## src/rtl/uart_pkg.sv

```systemverilog
// Shared UART definitions: FSM encoding, frame constants, line defaults and parity helper.
package uart_pkg;

    localparam int CLK_HZ_DEF     = 24000000;
    localparam int BAUD_DEF       = 9600;
    localparam int OVERSAMPLE_DEF = 16;
    localparam int DATA_BITS      = 8;

    localparam logic PARITY_EVEN = 1'b0;
    localparam logic PARITY_ODD  = 1'b1;

    localparam logic [2:0] ST_IDLE   = 3'd0;
    localparam logic [2:0] ST_START  = 3'd1;
    localparam logic [2:0] ST_DATA   = 3'd2;
    localparam logic [2:0] ST_PARITY = 3'd3;
    localparam logic [2:0] ST_STOP   = 3'd4;
    localparam logic [2:0] ST_BREAK  = 3'd5;

    // Parity bit the transmitter puts on the line for a given byte and mode.
    function automatic logic expected_parity(input logic [DATA_BITS-1:0] data, input logic odd_sel);
        return (^data) ^ odd_sel;
    endfunction

endpackage

```

## src/rtl/uart_rx_tick.sv

```systemverilog
// Oversample tick divider: one-cycle tick every TICK_DIV clocks, held at zero while clr is high.
module uart_rx_tick #(
    parameter int TICK_DIV = 156
) (
    input  logic clk,
    input  logic rst,
    input  logic clr,
    output logic tick
);

    localparam int CW = (TICK_DIV > 1) ? $clog2(TICK_DIV) : 1;
    localparam logic [CW-1:0] LAST = CW'(TICK_DIV - 1);

    logic [CW-1:0] cnt_q;
    logic [CW-1:0] cnt_d;

    always_comb begin
        cnt_d = cnt_q;
        if (clr) begin
            cnt_d = {CW{1'b0}};
        end else if (cnt_q == LAST) begin
            cnt_d = {CW{1'b0}};
        end else begin
            cnt_d = cnt_q + CW'(1);
        end
    end

    always_ff @(posedge clk or posedge rst) begin
        if (rst) begin
            cnt_q <= {CW{1'b0}};
        end else begin
            cnt_q <= cnt_d;
        end
    end

    assign tick = (cnt_q == LAST);

endmodule

```

## src/rtl/uart_rx.sv

```systemverilog
// UART receiver: 8 data bits LSB first, one parity bit, one stop bit, 16x oversampled.
module uart_rx
    import uart_pkg::*;
#(
    parameter int CLK_HZ     = CLK_HZ_DEF,
    parameter int BAUD       = BAUD_DEF,
    parameter int OVERSAMPLE = OVERSAMPLE_DEF
) (
    input  logic       clk,
    input  logic       rst,
    input  logic       rx,
    input  logic       Parity_sel,
    output logic [7:0] data_out,
    output logic       data_valid,
    output logic       parity_err,
    output logic       frame_err,
    output logic       busy
);

    localparam int TICK_DIV = CLK_HZ / (BAUD * OVERSAMPLE);
    localparam logic [3:0] MID  = 4'(OVERSAMPLE / 2 - 1);
    localparam logic [3:0] LAST = 4'(OVERSAMPLE - 1);

    logic [1:0] sync_q, sync_d;
    logic       rx_prev_q, rx_prev_d;
    logic [2:0] state_q, state_d;
    logic [3:0] samp_q, samp_d;
    logic [2:0] bit_idx_q, bit_idx_d;
    logic [7:0] shift_q, shift_d;
    logic       par_sel_q, par_sel_d;
    logic       par_mis_q, par_mis_d;
    logic       stop_bit_q, stop_bit_d;
    logic       stop_done_q, stop_done_d;
    logic       busy_q, busy_d;
    logic [7:0] data_q, data_d;
    logic       valid_q, valid_d;
    logic       perr_q, perr_d;
    logic       ferr_q, ferr_d;

    logic rx_s;
    logic fall_s;
    logic tick_s;

    assign rx_s   = sync_q[1];
    assign fall_s = rx_prev_q & ~rx_s;

    uart_rx_tick #(.TICK_DIV(TICK_DIV)) u_tick (
        .clk  (clk),
        .rst  (rst),
        .clr  (state_q == ST_IDLE),
        .tick (tick_s)
    );

    // Next-state logic for synchronizer, frame FSM, shifter and reported results.
    always_comb begin
        sync_d      = {sync_q[0], rx};
        rx_prev_d   = rx_s;
        state_d     = state_q;
        samp_d      = samp_q;
        bit_idx_d   = bit_idx_q;
        shift_d     = shift_q;
        par_sel_d   = par_sel_q;
        par_mis_d   = par_mis_q;
        stop_bit_d  = stop_bit_q;
        stop_done_d = stop_done_q;
        busy_d      = busy_q;
        data_d      = data_q;
        valid_d     = 1'b0;
        perr_d      = perr_q;
        ferr_d      = ferr_q;
        case (state_q)
            ST_IDLE: begin
                if (fall_s) begin
                    state_d = ST_START;
                    samp_d  = 4'd0;
                end else begin
                    state_d = ST_IDLE;
                end
            end
            ST_START: begin
                if (tick_s && (samp_q == MID)) begin
                    samp_d = 4'd0;
                    if (rx_s) begin
                        state_d = ST_IDLE;
                    end else begin
                        par_sel_d = Parity_sel;
                        busy_d    = 1'b1;
                        bit_idx_d = 3'd0;
                        state_d   = ST_DATA;
                    end
                end else if (tick_s) begin
                    samp_d = samp_q + 4'd1;
                end else begin
                    samp_d = samp_q;
                end
            end
            ST_DATA: begin
                if (tick_s) begin
                    samp_d = samp_q + 4'd1;
                    if (samp_q == LAST) begin
                        shift_d   = {rx_s, shift_q[7:1]};
                        bit_idx_d = bit_idx_q + 3'd1;
                        if (bit_idx_q == 3'd7) begin
                            state_d = ST_PARITY;
                        end else begin
                            state_d = ST_DATA;
                        end
                    end else begin
                        shift_d = shift_q;
                    end
                end else begin
                    samp_d = samp_q;
                end
            end
            ST_PARITY: begin
                if (tick_s) begin
                    samp_d = samp_q + 4'd1;
                    if (samp_q == LAST) begin
                        par_mis_d   = rx_s ^ expected_parity(shift_q, par_sel_q);
                        stop_done_d = 1'b0;
                        state_d     = ST_STOP;
                    end else begin
                        state_d = ST_PARITY;
                    end
                end else begin
                    samp_d = samp_q;
                end
            end
            ST_STOP: begin
                // Results are published one clock after the stop sample is taken.
                if (stop_done_q) begin
                    data_d      = shift_q;
                    valid_d     = 1'b1;
                    perr_d      = par_mis_q;
                    ferr_d      = ~stop_bit_q;
                    stop_done_d = 1'b0;
                    if (stop_bit_q) begin
                        state_d = ST_IDLE;
                        busy_d  = 1'b0;
                    end else begin
                        state_d = ST_BREAK;
                    end
                end else if (tick_s) begin
                    samp_d = samp_q + 4'd1;
                    if (samp_q == LAST) begin
                        stop_bit_d  = rx_s;
                        stop_done_d = 1'b1;
                    end else begin
                        stop_done_d = 1'b0;
                    end
                end else begin
                    samp_d = samp_q;
                end
            end
            ST_BREAK: begin
                if (rx_s) begin
                    state_d = ST_IDLE;
                    busy_d  = 1'b0;
                end else begin
                    state_d = ST_BREAK;
                end
            end
            default: begin
                state_d = ST_IDLE;
                busy_d  = 1'b0;
            end
        endcase
    end

    // State and output registers; synchronizer idles high to avoid a false start after reset.
    always_ff @(posedge clk or posedge rst) begin
        if (rst) begin
            sync_q      <= 2'b11;
            rx_prev_q   <= 1'b1;
            state_q     <= ST_IDLE;
            samp_q      <= 4'd0;
            bit_idx_q   <= 3'd0;
            shift_q     <= 8'h00;
            par_sel_q   <= 1'b0;
            par_mis_q   <= 1'b0;
            stop_bit_q  <= 1'b1;
            stop_done_q <= 1'b0;
            busy_q      <= 1'b0;
            data_q      <= 8'h00;
            valid_q     <= 1'b0;
            perr_q      <= 1'b0;
            ferr_q      <= 1'b0;
        end else begin
            sync_q      <= sync_d;
            rx_prev_q   <= rx_prev_d;
            state_q     <= state_d;
            samp_q      <= samp_d;
            bit_idx_q   <= bit_idx_d;
            shift_q     <= shift_d;
            par_sel_q   <= par_sel_d;
            par_mis_q   <= par_mis_d;
            stop_bit_q  <= stop_bit_d;
            stop_done_q <= stop_done_d;
            busy_q      <= busy_d;
            data_q      <= data_d;
            valid_q     <= valid_d;
            perr_q      <= perr_d;
            ferr_q      <= ferr_d;
        end
    end

    assign data_out   = data_q;
    assign data_valid = valid_q;
    assign parity_err = perr_q;
    assign frame_err  = ferr_q;
    assign busy       = busy_q;

endmodule

```

## config.mk

```make
export PLATFORM = sky130hd
export DESIGN_NAME = uart_rx
export DESIGN_NICKNAME = d
export VERILOG_FILES = /design/src/rtl/uart_pkg.sv /design/src/rtl/uart_rx_tick.sv /design/src/rtl/uart_rx.sv
export SDC_FILE = /design/constraint.sdc
export NUM_CORES = 1
export LEC_CHECK = 0
export CAP_MARGIN = 20
export CORE_MARGIN = 8
export CORE_UTILIZATION = 56
export CTS_CLUSTER_SIZE = 24
export DETAILED_ROUTE_END_ITERATION = 10
export GPL_TIMING_DRIVEN = 1
export PLACE_DENSITY = 0.77
export SYNTH_ARGS = -nofsm -noshare
export SYNTH_HDL_FRONTEND = slang
export SYNTH_SLANG_ARGS = --single-unit
```

## constraint.sdc

```tcl
create_clock -name clk -period 2.16 [get_ports clk]
set_input_delay 0.324 -clock clk [delete_from_list [all_inputs] [get_ports clk]]
set_output_delay 0.324 -clock clk [all_outputs]
set_load 0.03 [all_outputs]
```

==> impl_results.md, run 1 <==
* Die Span X at 78.5 um
* Gpl congestion at 0.912
* # fillers at roughly 280
* Synth top area cells: dfrtp_1, mux2_2, dfstp_2
* HP Class: flop to flop
* Commonest non-fill, non-tap cells in the layout: dfrtp_1, mux2_2, nor2_1, clkdlybuf4s50_1
* Unrepaired setup endpoints after global routing: no
* Routed WL at 4310 um
* Mean Syn Cell Area at 11.1 um^2
* H-tree depth at 2
* Synth top area share at 0.468
* Sequential element share of the synthesized area at 0.516
* Top delay family on crit path: simple AND/OR/NAND/NOR gates
* Root buffer cell: clkbuf_8
* Crit. End Element: flop
* CTS Hold Buffers Added at 0
* CTS tree: done
* CP Cell Sequence: ha_1, nand4b_1, or2_0, or4_1, a21oi_1
* CTS Buffer Depth at 2
* Crit path DAT at 2240 ps
* Synth Flop Type: dfrtp_1
* Setup_tns at 0 ps
* Layout cell share with drive strength beyond 1 at 0.212
* MaxCap Viol Count at 0
* Max stage delay on crit path at 560 ps
* Crit Path Category: flop to flop
* CTS clk-pin slew, worst paths at 80 ps
* CP Max Fanout at 10
* Layout area overhead at 15.4%
* Core area at 3720 um^2
* Syn. warnings at 0
* Setup crit start kind: flop
* Async set or reset register ratio after synthesis at 1.00
* Layout Nets at approximately 220
* Setup repair bufs after CTS at 0
* Slew @ Worst Pin at approximately 950 ps
* Remaining Overflow, GRT at 0
* Leakage at 1.13 nW
* Vias in the first global route at 1608
* Routed vias/inst at about 5.9
* Die Y at 78.5 um
* Multi-input gate area at roughly 980 um^2
* Clock Sink Count at 45
* Slew margin rel. at 0.361
* EDFF count, synth at 0
* Final Hold Viols at 0
* Clk Latency, worst-skew pair at 290 ps
* Number of antenna diodes at 0
* Port-buffer cells at 15
* Worst Path Buf+Inv at 0
* Num CTS Buffers at 5
* First-pass GRT wire length at 7380 um
* Post-cts resize count at 0
* Antenna viol nets, final at 0
* Status: complete, no violations
* First-pass DRT Iterations at 4
* Largest net degree at the start of global routing at 46
* Most common cell after layout, fill and taps aside: dfrtp_1
* Die area at 6170 um^2
* GRT Overall Usage at 0.147
* Rows at 22
* DRC at 0
* Post-Syn Instances at 198
* Max-slew violation count at 0
* Critical Path RT at 2380 ps
* Hpwl dp at 3140 um
* Pwr dens at 797 nW/um^2
* Initial DRC Count at between 100 and 150
* Per-cell routed wire length at 16.3 um
* Minimum clock period at 2020 ps
* Initial Utilization at 0.590
* Initial antenna violation count at 0
* Boundary pin count at 16
* Final worst-path cycle share at 0.933
* Max Fclk at 496 MHz
* Total number of vias at 1576
* Register Area at 1130 um^2
* Flops & latches, synth at 45
* Maximum VDD drop at about 0.56 mV
* Library cells used by synthesis at 42
* Total power at 2.01 mW
* Synth area leader: dfrtp_1
* Clock Skew at 4.87 ps
* Mapped cell area at 2190 um^2
* Critical-path top delay cell: or4_1
* Syn Nets at around 210
* Final setup viols at 0
[cell families after synthesis]
kind of cell             Yosys count  synth area share
adder cells (fa/ha/maj)            4            0.0228
AND/OR/NAND/NOR                   57             0.139
AO/OA/AOI/OAI                     35             0.106
flip-flops                        45             0.516
XOR/XNOR                          14            0.0622
multiplexers                      23             0.117
buffers and inverters             20            0.0360
[per-stage QoR]
stage / worst slack, ps / cells / hold slack (ps) / utilization / area, um^2
finish: 144 / 265 / 361 / 0.680 / 2530
global route: 27.9 / 265 / 368 / 0.680 / 2530
CTS: 137 / 265 / 363 / 0.680 / 2530
detailed placement: 164 / 257 / 351 / 0.648 / 2410
global placement: 260 / 257 / 346 / 0.648 / 2410
floorplan: 322 / 198 / 328 / - / 2190
[power by group]
part	switching, mW	internal [mW]
clock	0.278	0.376
combinational	0.188	0.168
sequential	0.0773	0.928
total	0.543	1.47
[flip-flops by register name, indices dropped and copies added, names as in the netlist, 2 cells and up]
name,flops
state_q,3
bit_idx_q,3
sync_q,2
shift_q,8
u_tick.cnt_q,8
samp_q,4
data_out,8
[layout make-up]
type                       instances  area share
timing repair buffer              22      0.0802
sequential                        45       0.447
inverter                           9      0.0134
multi-input combinational        133       0.388
tap                               48      0.0238
clock buffer                       6      0.0327
clock inverter                     2      0.0148
[synthesized netlist by cell type, types with 2 or more instances]
| library cell | number |
|---|---|
| and3_1 | 2 |
| mux2i_1 | 2 |
| inv_1 | 9 |
| o31ai_1 | 7 |
| ha_1 | 4 |
| nor2_1 | 17 |
| xnor2_1 | 9 |
| xor2_1 | 4 |
| a31oi_1 | 2 |
| or3_1 | 2 |
| o21ai_0 | 6 |
| o211ai_1 | 2 |
| buf_2 | 3 |
| nand4_1 | 3 |
| or4_1 | 2 |
| mux2_2 | 21 |
| dfstp_2 | 4 |
| a21oi_1 | 8 |
| dfrtp_1 | 41 |
| nor2b_1 | 4 |
| o22ai_1 | 2 |
| nand2_1 | 7 |
| nand2b_1 | 3 |
| clkbuf_1 | 8 |
| a211oi_1 | 3 |
| nand3_1 | 6 |
| nor3_1 | 2 |
[final timing paths]
check / from / to / slack, ps / cells after the start
worst max-delay path: u_tick.cnt_q[0]$_DFF_PP0_ / samp_q[3]$_DFFE_PP0P_ / 140 / 5
worst min-delay path: sync_q[0]$_DFF_PP1_ / sync_q[1]$_DFF_PP1_ / 360 / 0
worst max register to register: u_tick.cnt_q[0]$_DFF_PP0_ / samp_q[3]$_DFFE_PP0P_ / 140 / 5
worst min register to register: sync_q[0]$_DFF_PP1_ / sync_q[1]$_DFF_PP1_ / 360 / 0
max in group asynchronous: rst / rx_prev_q$_DFF_PP1_ / 1290 / 3
min in group asynchronous: rst / data_out[5]$_DFFE_PP0P_ / 500 / 3
[per-layer routing]
layer | routed length (um) | GRT usage
met1 | 1850 | 0.173
met3 | 238 | 0.0433
met5 | 0 | 0
met2 | 2150 | 0.245
met4 | 70 | 0.0574
Power figures use the tool's default switching activity.
==> inputs of run 2 (changes only) <==
--- a/config.mk
+++ b/config.mk
@@ -8,6 +8,7 @@
 export CAP_MARGIN = 20
 export CORE_MARGIN = 8
 export CORE_UTILIZATION = 56
+export CTS_CLUSTER_DIAMETER = 40
 export CTS_CLUSTER_SIZE = 24
 export DETAILED_ROUTE_END_ITERATION = 10
 export GPL_TIMING_DRIVEN = 1
==> constraint.sdc (replaced) <==
create_clock -name clk -period 2.6 [get_ports clk]
set_input_delay 0.39 -clock clk [delete_from_list [all_inputs] [get_ports clk]]
set_output_delay 0.39 -clock clk [all_outputs]
set_load 0.03 [all_outputs]
==> run 2 against run 1 <==
Against the previous run: worst hold slack worse by 1.8 ps; flip-flop and latch count stayed put; design area is 1.3% lower; critical endpoint is now shift_q[6]$_DFFE_PP0P_; final cell count is 1.5% lower; worst setup slack better by 430 ps; clock skew is 1.7 ps higher; sequential share of layout area is 0.61 points higher; first-iteration DRC count is 71% higher; wire length is 2.9% lower; sequential power is 14% lower.
==> impl_results.md, run 2 (synthesis gave the netlist of run 1 again) <==
* Status: complete, no violations
* HP Class: flop to flop
* Layout Nets at 220 (-1.8%)
* CP Max Fanout at 8 (-2)
* Commonest non-fill, non-tap cells in the layout: dfrtp_1, mux2_2, nor2_1, clkdlybuf4s50_1
* Final Hold Viols at 0 (unchanged)
* DRC at 0 (unchanged)
* Crit path DAT at 2200 ps (-40 ps)
* First-pass GRT wire length at 7200 um (-2.4%)
* Layout cell share with drive strength beyond 1 at 0.192 (-0.0195)
* H-tree depth at 2 (unchanged)
* Max-slew violation count at 0 (unchanged)
* Slew @ Worst Pin at 978 ps (+27.6 ps)
* Layout area overhead at 13.9%
* Port-buffer cells at 15 (unchanged)
* Root buffer cell: clkbuf_8
* Crit. End Element: flop
* Initial Utilization at 0.590 (unchanged)
* Final worst-path cycle share at 0.779 (-0.155)
* Total power at 1.64 mW (-19%)
* Clk Latency, worst-skew pair at 290 ps (about the same)
* First-pass DRT Iterations at 4 (unchanged)
* Gpl congestion at 0.904 (-0.93%)
* Num CTS Buffers at 5 (unchanged)
* Largest net degree at the start of global routing at 46 (unchanged)
* Routed vias/inst at 5.90 (-0.72%)
* Routed WL at 4190 um (-2.9%)
* Hold_sp: sync_q[0]$_DFF_PP1_
* Hpwl dp at 2960 um (-5.7%)
* Final setup viols at 0 (unchanged)
* Critical-path top delay cell: nor2_1
* Post-cts resize count at 0 (unchanged)
* Clock Skew at 6.54 ps (+1.68 ps)
* Die Span X at 78.5 um (unchanged)
* Multi-input gate area at 981 um^2 (unchanged)
* Register Area at 1130 um^2 (unchanged)
* Die Y at 78.5 um (unchanged)
* R2r startpoint: u_tick.cnt_q[0]$_DFF_PP0_
* Setup repair bufs after CTS at 0 (unchanged)
* Top delay family on crit path: simple AND/OR/NAND/NOR gates
* Worst Path Buf+Inv at 0 (unchanged)
* CTS Hold Buffers Added at 0 (unchanged)
* CTS Buffer Depth at 2 (unchanged)
* Setup_tns at 0 ps (unchanged)
* Max Fclk at 494 MHz (-0.41%)
* MaxCap Viol Count at 0 (unchanged)
* Remaining Overflow, GRT at 0 (unchanged)
* Leakage at 1.11 nW (-1.7%)
* Core area at 3720 um^2 (unchanged)
* Setup crit start kind: flop
* Max stage delay on crit path at 430 ps (-130 ps)
* Crit Path Category: flop to flop
* CTS clk-pin slew, worst paths at 70 ps (about the same)
* GRT Overall Usage at 0.144 (-0.00322)
* Clock Sink Count at 45 (unchanged)
* Rows at 22 (unchanged)
* Most common cell after layout, fill and taps aside: dfrtp_1
* Initial antenna violation count at 0 (unchanged)
* Pwr dens at 657 nW/um^2 (-18%)
* Number of antenna diodes at 0 (unchanged)
* Boundary pin count at 16 (unchanged)
* # fillers at 302 (+6.7%)
* Minimum clock period at 2020 ps (+8.33 ps)
* Per-cell routed wire length at 16.0 um (-1.4%)
* Initial DRC Count at 217 (+71%)
* Die area at 6170 um^2 (unchanged)
* Unrepaired setup endpoints after global routing: no
* Vias in the first global route at 1517 (-5.7%)
* Slew margin rel. at 0.343 (-0.0185)
* Antenna viol nets, final at 0 (unchanged)
* Total number of vias at 1541 (-2.2%)
* Maximum VDD drop at 0.519 mV (-7.2%)
* CTS tree: done
* Beginning of the critical path: u_tick.cnt_q[0]$_DFF_PP0_
* Critical Path RT at 2770 ps (+390 ps)
* CP Cell Sequence: ha_1, nand4b_1, nor2_1, nand3_2, mux2_2
run 2: where the power goes:
group / total [mW] / switching, mW / internal, mW
combinational: 0.236 / 0.114 / 0.122
clock: 0.531 / 0.218 / 0.313
sequential: 0.872 / 0.101 / 0.770
total: 1.64 / 0.434 / 1.20
run 2: final timing paths:
kind                                           end  slack, ps  cells past startpoint
max                         shift_q[6]$_DFFE_PP0P_        580                      5
min                            sync_q[1]$_DFF_PP1_        360                      0
max reg2reg                 shift_q[6]$_DFFE_PP0P_        580                      5
min reg2reg                    sync_q[1]$_DFF_PP1_        360                      0
max in group asynchronous      rx_prev_q$_DFF_PP1_       1670                      3
min in group asynchronous  data_out[6]$_DFFE_PP0P_        550                      3
run 2: layout make-up:
cell class | instances | share of cell area
sequential | 45 | 0.453
multi-input combinational | 133 | 0.393
clock inverter | 1 | 0.0120
inverter | 9 | 0.0135
clock buffer | 7 | 0.0346
tap | 48 | 0.0241
timing repair buffer | 18 | 0.0692
run 2: metal layers:
layer	GRT usage	up-vias	wire (um)
met4	0.0407	0	55
met2	0.238	28	2080
met3	0.0456	6	202
met5	0	-	0
met1	0.175	777	1850
li1	-	730	-
run 2: worst reg2reg max path: stages, from the launching register on:
cell and delay (ps):
dfrtp_1 400, ha_1 240, nand4b_1 180, nor2_1 430, nand3_2 300, mux2_2 350
run 2: through the flow:
stage | cells | worst slack (ps) | instance area [um^2] | utilization | hold WS, ps
CTS | 261 | 582 | 2490 | 0.671 | 361
finish | 261 | 575 | 2490 | 0.671 | 359
detailed placement | 253 | 602 | 2380 | 0.640 | 350
global route | 261 | 408 | 2490 | 0.671 | 369
floorplan | 198 | 762 | 2190 | - | 345
global placement | 253 | 643 | 2380 | 0.640 | 346
==> inputs of run 3 (changes only) <==
==> constraint.sdc (replaced) <==
create_clock -name clk -period 2 [get_ports clk]
set_input_delay 0.3 -clock clk [delete_from_list [all_inputs] [get_ports clk]]
set_output_delay 0.3 -clock clk [all_outputs]
set_load 0.03 [all_outputs]
==> run 3 against run 2 <==
Against the previous run: combinational power increased by 58%; first-iteration DRC count fell by 12%; via count up 3.5%; flip-flop and latch count stayed put; maximum frequency is 7.5% higher; global-route usage increased by 0.95 points; critical path type unchanged; critical endpoint is now data_out[2]$_DFFE_PP0P_; largest power group unchanged.
==> impl_results.md, run 3 (synthesis gave the netlist of run 1 again) <==
* Status: complete, no violations
* Unrepaired setup endpoints after global routing: no
* Setup crit start kind: flop
* Die Span X at 78.5 um (unchanged)
* CTS clk-pin slew, worst paths at 90 ps (+20 ps)
* Maximum VDD drop at 0.819 mV (+58%)
* Root buffer cell: clkbuf_8
* Place WS at 127 ps (-475 ps)
* Number of antenna diodes at 0 (unchanged)
* Clock Skew at 10.8 ps (+4.24 ps)
* CTS tree: done
* First-pass DRT Iterations at 4 (unchanged)
* Pwr dens at 792 nW/um^2 (+21%)
* Layout cell share with drive strength beyond 1 at 0.246 (+0.0530)
* Rows at 22 (unchanged)
* Core area at 3720 um^2 (unchanged)
* GRT Overall Usage at 0.153 (+0.00954)
* Worst Hold Slack at 361 ps (+2.36 ps)
* Clock Sink Count at 45 (unchanged)
* Clk Latency, worst-skew pair at 300 ps (about the same)
* Boundary pin count at 16 (unchanged)
* Initial DRC Count at 192 (-12%)
* Worst R2R Path Depth at 4 (-1)
* Routed WL at 4520 um (+8.0%)
* Slew @ Worst Pin at 965 ps (-12.9 ps)
* Most common cell after layout, fill and taps aside: dfrtp_1
* CP Max Fanout at 11 (+3)
* Routed vias/inst at 5.86 (-0.68%)
* Multi-input gate area at 988 um^2 (+0.77%)
* Final worst slack at 117 ps (-458 ps)
* Minimum clock period at 1880 ps (-142 ps)
* Crit. End Element: flop
* Port-buffer cells at 15 (unchanged)
* Num CTS Buffers at 5 (unchanged)
* Crit Path Category: flop to flop
* Layout area overhead at 17.2%
* Critical Path RT at 2180 ps (-590 ps)
* Commonest non-fill, non-tap cells in the layout: dfrtp_1, mux2_2, nor2_1, clkdlybuf4s50_1, buf_4
* First-pass GRT wire length at 7690 um (+6.8%)
* Antenna viol nets, final at 0 (unchanged)
* Max Fclk at 531 MHz (+7.5%)
* Final worst-path cycle share at 0.941 (+0.163)
* Vias in the first global route at 1715 (+13%)
* # fillers at 279 (-7.6%)
* Die Y at 78.5 um (unchanged)
* Initial Utilization at 0.590 (unchanged)
* MaxCap Viol Count at 0 (unchanged)
* Layout Nets at 231 (+5.0%)
* Max-slew violation count at 0 (unchanged)
* Largest net degree at the start of global routing at 46 (unchanged)
* Setup_tns at 0 ps (unchanged)
* Final Hold Viols at 0 (unchanged)
* DRC at 0 (unchanged)
* Hpwl dp at 3240 um (+9.6%)
* Placed Cells at 264 (+4.3%)
* Final core occ at 0.691 (+0.0195)
* Register Area at 1130 um^2 (unchanged)
* H-tree depth at 2 (unchanged)
* Remaining Overflow, GRT at 0 (unchanged)
* HP Class: input pin to asynchronous set/reset pin
* Gpl congestion at 0.935 (+3.5%)
* Slew margin rel. at 0.351 (+0.00869)
* Leakage at 1.16 nW (+4.3%)
* Initial antenna violation count at 0 (unchanged)
* Crit path DAT at 2060 ps (-140 ps)
* Post-route insts no fill at 272 (+4.2%)
* Per-cell routed wire length at 16.6 um (+3.6%)
* CTS Buffer Depth at 2 (unchanged)
* Final setup viols at 0 (unchanged)
* Die area at 6170 um^2 (unchanged)
* Setup repair bufs after CTS at 0 (unchanged)
* Total number of vias at 1595 (+3.5%)
-- run 3: cell type report --
type / instances / share of cell area
multi-input combinational: 133 / 0.385
clock inverter: 3 / 0.00682
inverter: 9 / 0.0132
sequential: 45 / 0.441
timing repair buffer: 29 / 0.104
clock buffer: 5 / 0.0268
tap: 48 / 0.0234
-- run 3: what timing repair did --
item,4_1_cts,5_1_grt
hold endpoints to repair,0,0
endpoints found under the setup margin,0,5
hold buffers,0,0
resized for setup,0,3
-- run 3: worst max-delay path: stages, from the launching register on --
cell	delay [ps]
dfrtp_1	510
or3b_2	570
nor2_1	160
buf_4	180
mux2_2	340
-- run 3: metrics by stage --
step                      power [mW]  area, um^2
after floorplan                 1.38        2190
after global placement          1.46        2470
after detailed placement        1.50        2470
after CTS                       2.04        2560
after global routing            2.15        2570
final                           2.03        2570
-- run 3: layer usage --
metal / part of all wire / up-vias / global-route usage
met1: 0.44 / 787 / 0.179
li1: - / 746 / -
met3: 0.043 / 10 / 0.0410
met4: 0.015 / 0 / 0.0704
met5: 0 / - / 0
met2: 0.51 / 52 / 0.256
-- run 3: where the power goes --
group          internal (mW)  switching, mW  total (mW)
sequential              1.00          0.111        1.11
clock                  0.241          0.305       0.546
combinational          0.183          0.191       0.374
-- run 3: path summary, 6_finish.rpt --
check	from	to	slack, ps
min	rst	u_tick.cnt_q[6]$_DFF_PP0_	360
min reg2reg	sync_q[0]$_DFF_PP1_	sync_q[1]$_DFF_PP1_	360
max reg2reg	state_q[0]$_DFFE_PP0P_	data_out[2]$_DFFE_PP0P_	120
min in group clk	sync_q[0]$_DFF_PP1_	sync_q[1]$_DFF_PP1_	360
max in group asynchronous	rst	stop_bit_q$_DFFE_PP1P_	1370
max	state_q[0]$_DFFE_PP0P_	data_out[2]$_DFFE_PP0P_	120
